==> src/rtl/led_stream_receiver_if.sv <==
// Signal bundle between an LED stream source/reader and led_stream_receiver.
// frameChecksum is present only when LED_RX_CHECKSUM_EN is defined.
interface led_stream_receiver_if #(
    parameter int unsigned LEDS = 50
);
    localparam int unsigned AddrW  = $clog2(LEDS);
    localparam int unsigned CountW = $clog2(LEDS + 1);

    logic              ledClock;
    logic              ledData;
    logic [AddrW-1:0]  rdAddr;
    logic [23:0]       rdRGB;
    logic              frameDone;
    logic [CountW-1:0] pixelCount;
    logic              overflow;
    logic              partialError;
    logic              busy;
`ifdef LED_RX_CHECKSUM_EN
    logic [23:0]       frameChecksum;
`endif

    modport master (
        output ledClock, ledData, rdAddr,
        input  rdRGB, frameDone, pixelCount, overflow, partialError, busy
`ifdef LED_RX_CHECKSUM_EN
        , input frameChecksum
`endif
    );

    modport slave (
        input  ledClock, ledData, rdAddr,
        output rdRGB, frameDone, pixelCount, overflow, partialError, busy
`ifdef LED_RX_CHECKSUM_EN
        , output frameChecksum
`endif
    );
endinterface

==> src/rtl/led_stream_receiver.sv <==
// Oversampling WS2801-style clock+data receiver with a double-buffered pixel store.
// Optional frame XOR checksum output enabled by defining LED_RX_CHECKSUM_EN.
module led_stream_receiver #(
    parameter int unsigned LEDS         = 50,
    parameter int unsigned LATCH_CYCLES = 25000,
    parameter int unsigned SYNC_STAGES  = 2
) (
    input logic                 clk,
    input logic                 rst,
    led_stream_receiver_if.slave led_io
);
    localparam int unsigned AddrW  = $clog2(LEDS);
    localparam int unsigned CountW = $clog2(LEDS + 1);
    localparam int unsigned IdleW  = $clog2(LATCH_CYCLES);
    localparam logic [AddrW:0]    LedsA = LEDS;
    localparam logic [CountW-1:0] LedsC = LEDS;

    typedef enum logic [1:0] {StIdle, StRecv, StCommit} state_e;

    logic [SYNC_STAGES-1:0] clk_sync_q, data_sync_q;
    logic                   clk_prev_q;
    logic                   clk_s, data_s, rise;

    always_ff @(posedge clk) begin
        if (rst) begin
            clk_sync_q  <= '0;
            data_sync_q <= '0;
            clk_prev_q  <= 1'b0;
        end else begin
            clk_sync_q  <= {clk_sync_q[SYNC_STAGES-2:0], led_io.ledClock};
            data_sync_q <= {data_sync_q[SYNC_STAGES-2:0], led_io.ledData};
            clk_prev_q  <= clk_s;
        end
    end

    assign clk_s  = clk_sync_q[SYNC_STAGES-1];
    assign data_s = data_sync_q[SYNC_STAGES-1];
    assign rise   = clk_s & ~clk_prev_q;

    state_e            state_q;
    logic [23:0]       shift_q;
    logic [4:0]        bit_cnt_q;
    logic [CountW-1:0] pix_idx_q;
    logic [IdleW-1:0]  idle_cnt_q;
    logic              ovf_acc_q;
    logic              pend_q, pend_bit_q;
    logic              bank_q;
    logic              frame_done_q, overflow_q, partial_q, busy_q;
    logic [CountW-1:0] pixel_count_q;
    logic [23:0]       rd_rgb_q;

    // An edge that arrived during the commit cycle is replayed from pend_q.
    logic        edge_v, bit_v, pix_done, idx_full, we;
    logic [23:0] shift_next;

    assign edge_v     = rise | pend_q;
    assign bit_v      = pend_q ? pend_bit_q : data_s;
    assign shift_next = {shift_q[22:0], bit_v};
    assign pix_done   = (state_q == StRecv) && edge_v && (bit_cnt_q == 5'd23);
    assign idx_full   = (pix_idx_q >= LedsC);
    assign we         = pix_done && !idx_full && !rst;

    always_ff @(posedge clk) begin
        if (rst) begin
            state_q       <= StIdle;
            shift_q       <= '0;
            bit_cnt_q     <= '0;
            pix_idx_q     <= '0;
            idle_cnt_q    <= '0;
            ovf_acc_q     <= 1'b0;
            pend_q        <= 1'b0;
            pend_bit_q    <= 1'b0;
            bank_q        <= 1'b0;
            frame_done_q  <= 1'b0;
            pixel_count_q <= '0;
            overflow_q    <= 1'b0;
            partial_q     <= 1'b0;
            busy_q        <= 1'b0;
        end else begin
            frame_done_q <= 1'b0;
            unique case (state_q)
                StIdle: begin
                    if (edge_v) begin
                        shift_q    <= shift_next;
                        bit_cnt_q  <= 5'd1;
                        idle_cnt_q <= '0;
                        pend_q     <= 1'b0;
                        busy_q     <= 1'b1;
                        state_q    <= StRecv;
                    end
                end
                StRecv: begin
                    if (edge_v) begin
                        shift_q    <= shift_next;
                        idle_cnt_q <= '0;
                        if (bit_cnt_q == 5'd23) begin
                            bit_cnt_q <= '0;
                            if (idx_full) ovf_acc_q <= 1'b1;
                            else          pix_idx_q <= pix_idx_q + 1'b1;
                        end else begin
                            bit_cnt_q <= bit_cnt_q + 1'b1;
                        end
                    end else begin
                        idle_cnt_q <= idle_cnt_q + 1'b1;
                        if (idle_cnt_q == IdleW'(LATCH_CYCLES - 2)) state_q <= StCommit;
                    end
                end
                StCommit: begin
                    bank_q        <= ~bank_q;
                    pixel_count_q <= pix_idx_q;
                    overflow_q    <= ovf_acc_q;
                    partial_q     <= (bit_cnt_q != 5'd0);
                    frame_done_q  <= 1'b1;
                    busy_q        <= 1'b0;
                    bit_cnt_q     <= '0;
                    pix_idx_q     <= '0;
                    idle_cnt_q    <= '0;
                    ovf_acc_q     <= 1'b0;
                    state_q       <= StIdle;
                    if (rise) begin
                        pend_q     <= 1'b1;
                        pend_bit_q <= data_s;
                    end
                end
                default: state_q <= StIdle;
            endcase
        end
    end

    // bank_q selects the read bank; the other bank collects the frame in flight.
    logic [23:0] mem0 [LEDS];
    logic [23:0] mem1 [LEDS];

    always_ff @(posedge clk) begin
        if (we && bank_q)  mem0[pix_idx_q[AddrW-1:0]] <= shift_next;
        if (we && !bank_q) mem1[pix_idx_q[AddrW-1:0]] <= shift_next;
    end

    always_ff @(posedge clk) begin
        if (rst)                              rd_rgb_q <= '0;
        else if ({1'b0, led_io.rdAddr} >= LedsA) rd_rgb_q <= '0;
        else if (bank_q)                      rd_rgb_q <= mem1[led_io.rdAddr];
        else                                  rd_rgb_q <= mem0[led_io.rdAddr];
    end

    assign led_io.rdRGB        = rd_rgb_q;
    assign led_io.frameDone    = frame_done_q;
    assign led_io.pixelCount   = pixel_count_q;
    assign led_io.overflow     = overflow_q;
    assign led_io.partialError = partial_q;
    assign led_io.busy         = busy_q;

`ifdef LED_RX_CHECKSUM_EN
    logic [23:0] csum_acc_q, frame_checksum_q;

    always_ff @(posedge clk) begin
        if (rst) begin
            csum_acc_q       <= '0;
            frame_checksum_q <= '0;
        end else if (state_q == StCommit) begin
            frame_checksum_q <= csum_acc_q;
            csum_acc_q       <= '0;
        end else if (pix_done) begin
            csum_acc_q <= csum_acc_q ^ shift_next;
        end
    end

    assign led_io.frameChecksum = frame_checksum_q;
`endif
endmodule

==> src/flat_wrapper.sv <==
// flat-port wrapper written by rule: the top's interface ports become plain ports
module led_stream_receiver_flat 
#(
    parameter int unsigned LEDS         = 50,
    parameter int unsigned LATCH_CYCLES = 25000,
    parameter int unsigned SYNC_STAGES  = 2
)
  (clk, rst, led_io_ledClock, led_io_ledData, led_io_rdAddr, led_io_rdRGB, led_io_frameDone, led_io_pixelCount, led_io_overflow, led_io_partialError, led_io_busy);
  led_stream_receiver_if #(.LEDS(LEDS)) led_io_i ();
  input logic clk;
  input logic rst;
  input wire logic [$bits(led_io_i.ledClock)-1:0] led_io_ledClock;
  input wire logic [$bits(led_io_i.ledData)-1:0] led_io_ledData;
  input wire logic [$bits(led_io_i.rdAddr)-1:0] led_io_rdAddr;
  output wire logic [$bits(led_io_i.rdRGB)-1:0] led_io_rdRGB;
  output wire logic [$bits(led_io_i.frameDone)-1:0] led_io_frameDone;
  output wire logic [$bits(led_io_i.pixelCount)-1:0] led_io_pixelCount;
  output wire logic [$bits(led_io_i.overflow)-1:0] led_io_overflow;
  output wire logic [$bits(led_io_i.partialError)-1:0] led_io_partialError;
  output wire logic [$bits(led_io_i.busy)-1:0] led_io_busy;
  assign led_io_i.ledClock = led_io_ledClock;
  assign led_io_i.ledData = led_io_ledData;
  assign led_io_i.rdAddr = led_io_rdAddr;
  assign led_io_rdRGB = led_io_i.rdRGB;
  assign led_io_frameDone = led_io_i.frameDone;
  assign led_io_pixelCount = led_io_i.pixelCount;
  assign led_io_overflow = led_io_i.overflow;
  assign led_io_partialError = led_io_i.partialError;
  assign led_io_busy = led_io_i.busy;
  led_stream_receiver #(.LEDS(LEDS), .LATCH_CYCLES(LATCH_CYCLES), .SYNC_STAGES(SYNC_STAGES)) u_core (.clk(clk), .rst(rst), .led_io(led_io_i));
endmodule
==> config.mk <==
export PLATFORM = sky130hd
export DESIGN_NAME = led_stream_receiver_flat
export DESIGN_NICKNAME = d
export VERILOG_FILES = /design/src/rtl/led_stream_receiver_if.sv /design/src/rtl/led_stream_receiver.sv /design/src/flat_wrapper.sv
export SDC_FILE = /design/constraint.sdc
export NUM_CORES = 2
export LEC_CHECK = 0
export CORE_UTILIZATION = 40
export DETAILED_ROUTE_END_ITERATION = 10
export PLACE_DENSITY = 0.57
export SYNTH_ARGS = -nofsm -noshare
export SYNTH_HDL_FRONTEND = slang
export SYNTH_SLANG_ARGS = --single-unit
==> constraint.sdc <==
create_clock -name clk -period 4.25 [get_ports clk]
set_input_delay 0.425 -clock clk [delete_from_list [all_inputs] [get_ports clk]]
set_output_delay 0.425 -clock clk [all_outputs]
set_load 0.01 [all_outputs]
# Yosys cells after proc, flatten, opt, wreduce, memory -nomap -nowiden
# Memory sizes are Yosys's and may differ from the RTL's.
# Cells that the tools add are included.
[totals] register_bits=94 rom_bits=0 n_memories=2 wordCells=97 input_bits=10 latch_bits=0 output_inout_bits=34 mem_bits_rw=2400
[classes] n_mux=31 mul=0 n_shift=0 div=0 eq_ne=12 bitwise_logic=4 reduce_logical=25 add_sub_neg=3 order_cmp=2
[mem_list] name="u_core.mem0" depth=50 width=24 read_ports=1 rd_ports_with_merged_regs=0 write_ports=1 line_no="led_stream_receiver.sv:131" rtl="logic [23:0] mem0 [LEDS];"
[mem_list] name="u_core.mem1" depth=50 width=24 read_ports=1 rd_ports_with_merged_regs=0 write_ports=1 line_no="led_stream_receiver.sv:132" rtl="logic [23:0] mem1 [LEDS];"
[ops] operator="one-hot mux 15 bit (3 select lines)" count=1
[ops] operator="2-to-1 mux 15 bit" count=2
[ops] operator="2-to-1 mux 24 bit" count=1
[ops] operator="2-to-1 mux 6 bit" count=3
[ops] operator="adder 15 x 1 -> 15 bit, second input constant" count=1
[ops] operator="== test 15 bit, second input constant" count=1
[ops] operator="2-to-1 mux 5 bit" count=3
[ops] operator="one-hot mux 5 bit (3 select lines)" count=1
[ops] operator="greater-or-equal comparator 6 bit, second input constant" count=2
[ops] operator="2-to-1 mux 1 bit" count=12
[ops] operator="one-hot mux 6 bit (2 select lines)" count=1
[ops] operator="AND reduction 3 bit" count=3
[ops] operator="!= test 2 x 1 -> 1 bit, second input constant" count=4
[ops] operator="!= test 2 bit, second input constant" count=4
[ops] operator="AND reduction 2 bit" count=4
[ops] operator="AND reduction 4 bit" count=2
[ops] operator="adder 6 x 1 -> 6 bit, second input constant" count=1
[ops] operator="logical AND 1 bit" count=6
[ops] operator="2-to-1 mux 2 bit" count=3
[ops] operator="one-hot mux 1 bit (2 select lines)" count=3
[ops] operator="adder 5 x 1 -> 5 bit, second input constant" count=1
[ops] operator="== test 5 bit, second input constant" count=1
[ops] operator="nonzero test 5 bit" count=1
[ops] operator="one-hot mux 2 bit (2 select lines)" count=1
[ops] operator="other kinds (10)" count=15

# Longest topological paths before layout
[depth] word_depth=10 ltp_mapped=11 depth_no_buf=7

# Worst setup path before layout
# Ideal clock, no wire load.
[synth_timing] path_kind="flip-flop to flip-flop" startpoint="reg u_core.pix_idx_q[0]" endpoint="mem u_core.mem1[26][0], enable pin" slack_ns=0.914 arrival_ns=2.931 path_stages_with_launch=8 period_less_slack_ns=3.336 required_time_ns=3.845 setup_ns=0.405 path_buffers=0 cell_sequence="dfxtp_1 clkinv_1 ha_1 o41ai_1 nand2_1 nor4_1 nand2_1 nor2_1"
[synth_between] elab_chain_len=7
[synth_lines] element="from (decl)" line_no="led_stream_receiver.sv:43" rtl="logic [CountW-1:0] pix_idx_q;"
[synth_lines] element="from (signal assigned)" line_no="led_stream_receiver.sv:99" rtl="else pix_idx_q <= pix_idx_q + 1'b1;"
[synth_lines] element="greater-or-equal comparator 6 bit" line_no="led_stream_receiver.sv:60" rtl="assign idx_full = (pix_idx_q >= LedsC);"
[synth_lines] element="logical NOT 1 bit" line_no="led_stream_receiver.sv:61" rtl="assign we = pix_done && !idx_full && !rst;"
[synth_lines] element="logical AND 1 bit (2 in a row)" line_no="led_stream_receiver.sv:61"
[synth_lines] element="logical AND 1 bit" line_no="led_stream_receiver.sv:136" rtl="if (we && !bank_q) mem1[pix_idx_q[AddrW-1:0]] <= shift_next;"
[synth_lines] element="2-to-1 mux 1 bit" line_no="led_stream_receiver.sv:136"
[synth_lines] element="2-to-1 mux 1 bit (implied by the code)" line_no="led_stream_receiver.sv:136"
[synth_lines] element="to (decl)" line_no="led_stream_receiver.sv:132"
# Several ways; a longest one is shown, not always the timed one.

# Worst setup path after layout
[layout_timing] startpoint="reg u_core.pix_idx_q[0]" endpoint="mem u_core.mem0[28][19], enable pin"
[layout_between] elab_chain_len=7
[layout_lines] element="greater-or-equal comparator 6 bit" line_no="led_stream_receiver.sv:60"
[layout_lines] element="logical NOT 1 bit" line_no="led_stream_receiver.sv:61"
[layout_lines] element="logical AND 1 bit (2 in a row)" line_no="led_stream_receiver.sv:61"
[layout_lines] element="logical AND 1 bit" line_no="led_stream_receiver.sv:135" rtl="if (we && bank_q) mem0[pix_idx_q[AddrW-1:0]] <= shift_next;"
[layout_lines] element="2-to-1 mux 1 bit" line_no="led_stream_receiver.sv:135"
[layout_lines] element="2-to-1 mux 1 bit (implied by the code)" line_no="led_stream_receiver.sv:135"
[layout_lines] element="to (decl)" line_no="led_stream_receiver.sv:131"
# Several ways; a longest one is shown, not always the timed one.

==> impl_metrics.prom <==
# TYPE chip_impl_metric gauge
chip_impl_metric{name="synth_top_cell_area_share",unit=""} 0.749
chip_impl_metric{name="worst-path-max-fanout",unit=""} 24
chip_impl_metric{name="place_worst_setup_slack",unit="ns"} 0.475
chip_impl_metric{name="ys_seq_area_frac",unit=""} 0.768
chip_impl_info{name="post_synth_main_area_contributors",value="sky130_fd_sc_hd__edfxtp_1 75%, sky130_fd_sc_hd__mux4_2 11%, sky130_fd_sc_hd__mux2i_1 3.0%, sky130_fd_sc_hd__dfxtp_1 2.0%, sky130_fd_sc_hd__mux2_2 0.67%"} 1
chip_impl_metric{name="clock_tree.buffer_depth",unit=""} 4
chip_impl_metric{name="synth_enable_flop_cells",unit=""} 2400
chip_impl_metric{name="ctsHtreeMaxLevel",unit=""} 5
chip_impl_metric{name="avgSynthCellArea",unit="um^2"} 20.8
chip_impl_info{name="cp_top_family",value="buffers and inverters"} 1
chip_impl_metric{name="initial_antenna_violation_count",unit=""} 24
chip_impl_metric{name="drv_cap",unit=""} 0
chip_impl_info{name="path_class",value="reg -> reg"} 1
chip_impl_metric{name="finalCritPeriodShare",unit=""} 0.923
chip_impl_metric{name="synth_async_sr_flop_share",unit=""} 0
chip_impl_metric{name="vias",unit=""} 50500
chip_impl_metric{name="drt_wl_total",unit="mm"} 295
chip_impl_info{name="worst_r2r_startpoint",value="u_core.pix_idx_q[0]"} 1
chip_impl_metric{name="core_area",unit="um^2"} 239000
chip_impl_metric{name="final-hold-violation-count",unit=""} 0
chip_impl_metric{name="worst_case_register_to_register_setup_slack",unit="ns"} 0.33
chip_impl_metric{name="drtPass1Iterations",unit=""} 8
chip_impl_metric{name="post_synth_num_cell_types",unit=""} 87
chip_impl_metric{name="worst_setup_hold_path_clk_slew",unit="ns"} 0.06
chip_impl_metric{name="whs_path_depth",unit=""} 2
chip_impl_metric{name="dpl_cell_area",unit="um^2"} 102000
chip_impl_info{name="synth.largest_area_cell",value="sky130_fd_sc_hd__edfxtp_1"} 1
chip_impl_metric{name="track_usage",unit=""} 0.240
chip_impl_metric{name="buffer_ports.inserted",unit=""} 43
chip_impl_metric{name="first_global_vias",unit=""} 48800
chip_impl_metric{name="worst-slew-pin-transition",unit="ns"} 1.23
chip_impl_metric{name="mappedNetlistArea",unit="um^2"} 96200
chip_impl_metric{name="nets",unit=""} 5025
chip_impl_info{name="setup_repair_after_global_routing_missed_its_margin",value="no"} 1
chip_impl_metric{name="ys.warnings.count",unit=""} 0
chip_impl_info{name="start_kind",value="flip-flop"} 1
chip_impl_metric{name="power",unit="mW"} 51.3
chip_impl_metric{name="boundaryPins",unit=""} 44
chip_impl_metric{name="grt_max_degree",unit=""} 76
chip_impl_info{name="timing.hold.worst_endpoint",value="u_core.data_sync_q[0]"} 1
chip_impl_info{name="synth_ff_type",value="sky130_fd_sc_hd__edfxtp_1"} 1
chip_impl_info{name="worstHoldStart",value="led_io_ledData"} 1
chip_impl_info{name="cts_root_buf",value="sky130_fd_sc_hd__clkbuf_16"} 1
chip_impl_metric{name="post_route_cells_drive_above_1_share",unit=""} 0.260
chip_impl_info{name="crit_path_cell_trace",value="clkinv_1 -> ha_1 -> o41ai_1 -> nand2_1 -> nor4_1 -> buf_4 -> nand2_1 -> nor2_2 -> buf_4"} 1
chip_impl_metric{name="start_util",unit=""} 0.403
chip_impl_metric{name="critical_path_required",unit="ns"} 4.79
chip_impl_info{name="yosys.cell_count.top_type",value="sky130_fd_sc_hd__edfxtp_1"} 1
chip_impl_metric{name="numCtsBuffers",unit=""} 274
chip_impl_metric{name="final.min_clock_period",unit="ns"} 3.92
chip_impl_metric{name="maxSlewHeadroom",unit=""} 0.171
chip_impl_info{name="cp_slowest_cell",value="sky130_fd_sc_hd__o41ai_1"} 1
chip_impl_metric{name="fillerInstances",unit=""} 19800
chip_impl_metric{name="area.growth.synth_to_final",unit="%"} 15.0
chip_impl_metric{name="report.final.setup_viol",unit=""} 0
chip_impl_metric{name="fmax",unit="GHz"} 0.255
chip_impl_metric{name="area_of_the_multi_input_gates",unit="um^2"} 20800
chip_impl_metric{name="worstPathArrival",unit="ns"} 4.46
chip_impl_metric{name="path_buf_inv",unit=""} 3
chip_impl_metric{name="post_cts.repair.setup_buffers",unit=""} 0
chip_impl_metric{name="detail_route.drc_violations",unit=""} 0
chip_impl_metric{name="post_cts_resize_count",unit=""} 0
chip_impl_metric{name="place.gp.congestion",unit=""} 0.884
chip_impl_metric{name="rows",unit=""} 179
chip_impl_metric{name="ys_seq_elements",unit=""} 2494
chip_impl_metric{name="holdBufCountCts",unit=""} 0
chip_impl_metric{name="postSynthNetCount",unit=""} 4645
chip_impl_metric{name="timing.critical_path.slowest_cell_delay",unit="ns"} 0.76
chip_impl_metric{name="fin_area",unit="um^2"} 111000
chip_impl_metric{name="final.setup.tns",unit="ns"} 0
chip_impl_metric{name="p_leak",unit="nW"} 35.7
chip_impl_metric{name="gate_count_of_the_mapped_netlist",unit=""} 4624
chip_impl_metric{name="floorplan.die.width",unit="um"} 492
chip_impl_metric{name="timing.reg2reg.worst_path_depth",unit=""} 9
chip_impl_metric{name="post_drt_wl_per_cell",unit="um"} 35.2
chip_impl_metric{name="postLayoutSetupSlackWorst",unit="ns"} 0.328
chip_impl_metric{name="clock_latency_at_the_later_pin_of_the_worst_skew_pair",unit="ns"} 0.94
chip_impl_metric{name="grt_pass1_wl",unit="mm"} 402
chip_impl_metric{name="clkSinkCount",unit=""} 2494
chip_impl_metric{name="initialDrtViolationCount",unit=""} 6803
chip_impl_info{name="hold_path.class",value="in -> reg"} 1
chip_impl_metric{name="dpl.hpwl",unit="mm"} 181
chip_impl_metric{name="route.antenna.remaining_nets",unit=""} 0
chip_impl_info{name="post_synth_most_frequent_cells",value="2,400 x sky130_fd_sc_hd__edfxtp_1, 458 x sky130_fd_sc_hd__mux4_2, 289 x sky130_fd_sc_hd__mux2i_1, 159 x sky130_fd_sc_hd__nor2_1, 151 x sky130_fd_sc_hd__nand2_1"} 1
chip_impl_info{name="timing.critical_path.from",value="u_core.pix_idx_q[0]"} 1
chip_impl_metric{name="die-height",unit="um"} 492
chip_impl_info{name="cts_tree",value="done"} 1
chip_impl_info{name="worstReg2RegEnd",value="u_core.mem0[28][19]"} 1
chip_impl_metric{name="timing.clock.skew",unit="ns"} 0.0655
chip_impl_metric{name="floorplan_die_area",unit="um^2"} 243000
chip_impl_info{name="result_of_the_run",value="finished, final reports clean"} 1
chip_impl_metric{name="final_max_slew_viol_count",unit=""} 0
chip_impl_metric{name="power_density",unit="nW/um^2"} 463
chip_impl_metric{name="grt_overflow",unit=""} 0
chip_impl_info{name="critical_path.endpoint_type",value="flip-flop"} 1
chip_impl_metric{name="register_area",unit="um^2"} 74000
chip_impl_metric{name="drt-vias-per-instance",unit=""} 6.04
chip_impl_metric{name="vdd.ir_drop.worst",unit="mV"} 0.313
-- power breakdown --
group          internal [mW]  switching (mW)
sequential              26.5          0.0654
combinational          0.840            1.40
clock                   13.1            9.36
-- how the worst max path moves through the flow --
stage / slack [ns] / end / cells after the start
6_report: 0.33 / u_core.mem0[28][19] / 9
2_1_floorplan: 0.91 / u_core.mem1[26][0] / 7
4_1_cts: 0.43 / u_core.mem0[28][19] / 9
3_3_place_gp: 0.03 / u_core.led_io.rdRGB[4] / 8
3_5_place_dp: 0.48 / u_core.mem0[28][19] / 9
5_1_grt: 0.13 / u_core.mem0[29][0] / 9
-- flip-flops by register name (all words and copies together) (netlist names), 2 cells and up --
name and count:
u_core.bit_cnt_q 5, u_core.clk_sync_q 2, u_core.data_sync_q 2, u_core.idle_cnt_q 15, u_core.led_io.pixelCount 6, u_core.led_io.rdRGB 24, u_core.mem0 1200, u_core.mem1 1200
u_core.pix_idx_q 6, u_core.shift_q 23, u_core.state_q 2
-- worst register-to-register path: stages (launching register included) --
cell and delay, ns:
sky130_fd_sc_hd__dfxtp_1 0.48, sky130_fd_sc_hd__clkinv_1 0.32, sky130_fd_sc_hd__ha_1 0.30, sky130_fd_sc_hd__o41ai_1 0.76
sky130_fd_sc_hd__nand2_1 0.18, sky130_fd_sc_hd__nor4_1 0.21, sky130_fd_sc_hd__buf_4 0.25, sky130_fd_sc_hd__nand2_1 0.35
sky130_fd_sc_hd__nor2_2 0.24, sky130_fd_sc_hd__buf_4 0.41
-- cells in the final DEF, fill, tap and decap left out, types with 57 or more instances in the layout --
cell type / Yosys / final
sky130_fd_sc_hd__a21oi_1: 102 / 101
sky130_fd_sc_hd__clkbuf_16: 0 / 282
sky130_fd_sc_hd__nor2_2: 0 / 93
sky130_fd_sc_hd__nand2_1: 151 / 149
sky130_fd_sc_hd__clkbuf_1: 92 / 57
sky130_fd_sc_hd__mux4_2: 458 / 458
sky130_fd_sc_hd__mux2i_1: 289 / 289
sky130_fd_sc_hd__edfxtp_1: 2400 / 2400
sky130_fd_sc_hd__buf_4: 29 / 270
sky130_fd_sc_hd__o22ai_1: 77 / 77
sky130_fd_sc_hd__nor2_1: 159 / 60
sky130_fd_sc_hd__dfxtp_1: 94 / 70
-- through the flow --
step / util / cells / hold WS [ns]
after floorplan: - / 4624 / 0.414
after global placement: 0.429 / 7894 / 0.423
after detailed placement: 0.429 / 7895 / 0.428
after CTS: 0.464 / 8350 / 0.00952
after global routing: 0.464 / 8352 / 0.0365
final: 0.464 / 8356 / 0.0556
-- per-layer routing --
| metal | GRT usage | vias to the layer above | share of wire |
|---|---|---|---|
| li1 | - | 20100 | - |
| met1 | 0.341 | 27100 | 0.41 |
| met2 | 0.362 | 2793 | 0.46 |
| met3 | 0.0565 | 510 | 0.10 |
| met4 | 0.0876 | 14 | 0.036 |
| met5 | 0 | - | 0.00035 |
-- layout make-up --
cell class | count | area share
inverters | 21 | 0.000712
clock buffers | 345 | 0.0664
diodes | 6 | 0.000136
clock inverters | 110 | 0.00831
flip-flops and latches | 2494 | 0.669
well taps | 3167 | 0.0358
repair buffers | 365 | 0.0317
multi-input cells | 1848 | 0.188
-- cells by family after synthesis --
kind of cell / after synthesis / synth area share
flops: 2494 / 0.768
fa+ha+maj: 11 / 0.00143
xor+xnor: 12 / 0.00109
simple gates: 486 / 0.0237
mux: 816 / 0.147
compound gates: 523 / 0.0393
buf+inv: 282 / 0.0188
(Power assumes the default switching activity.)
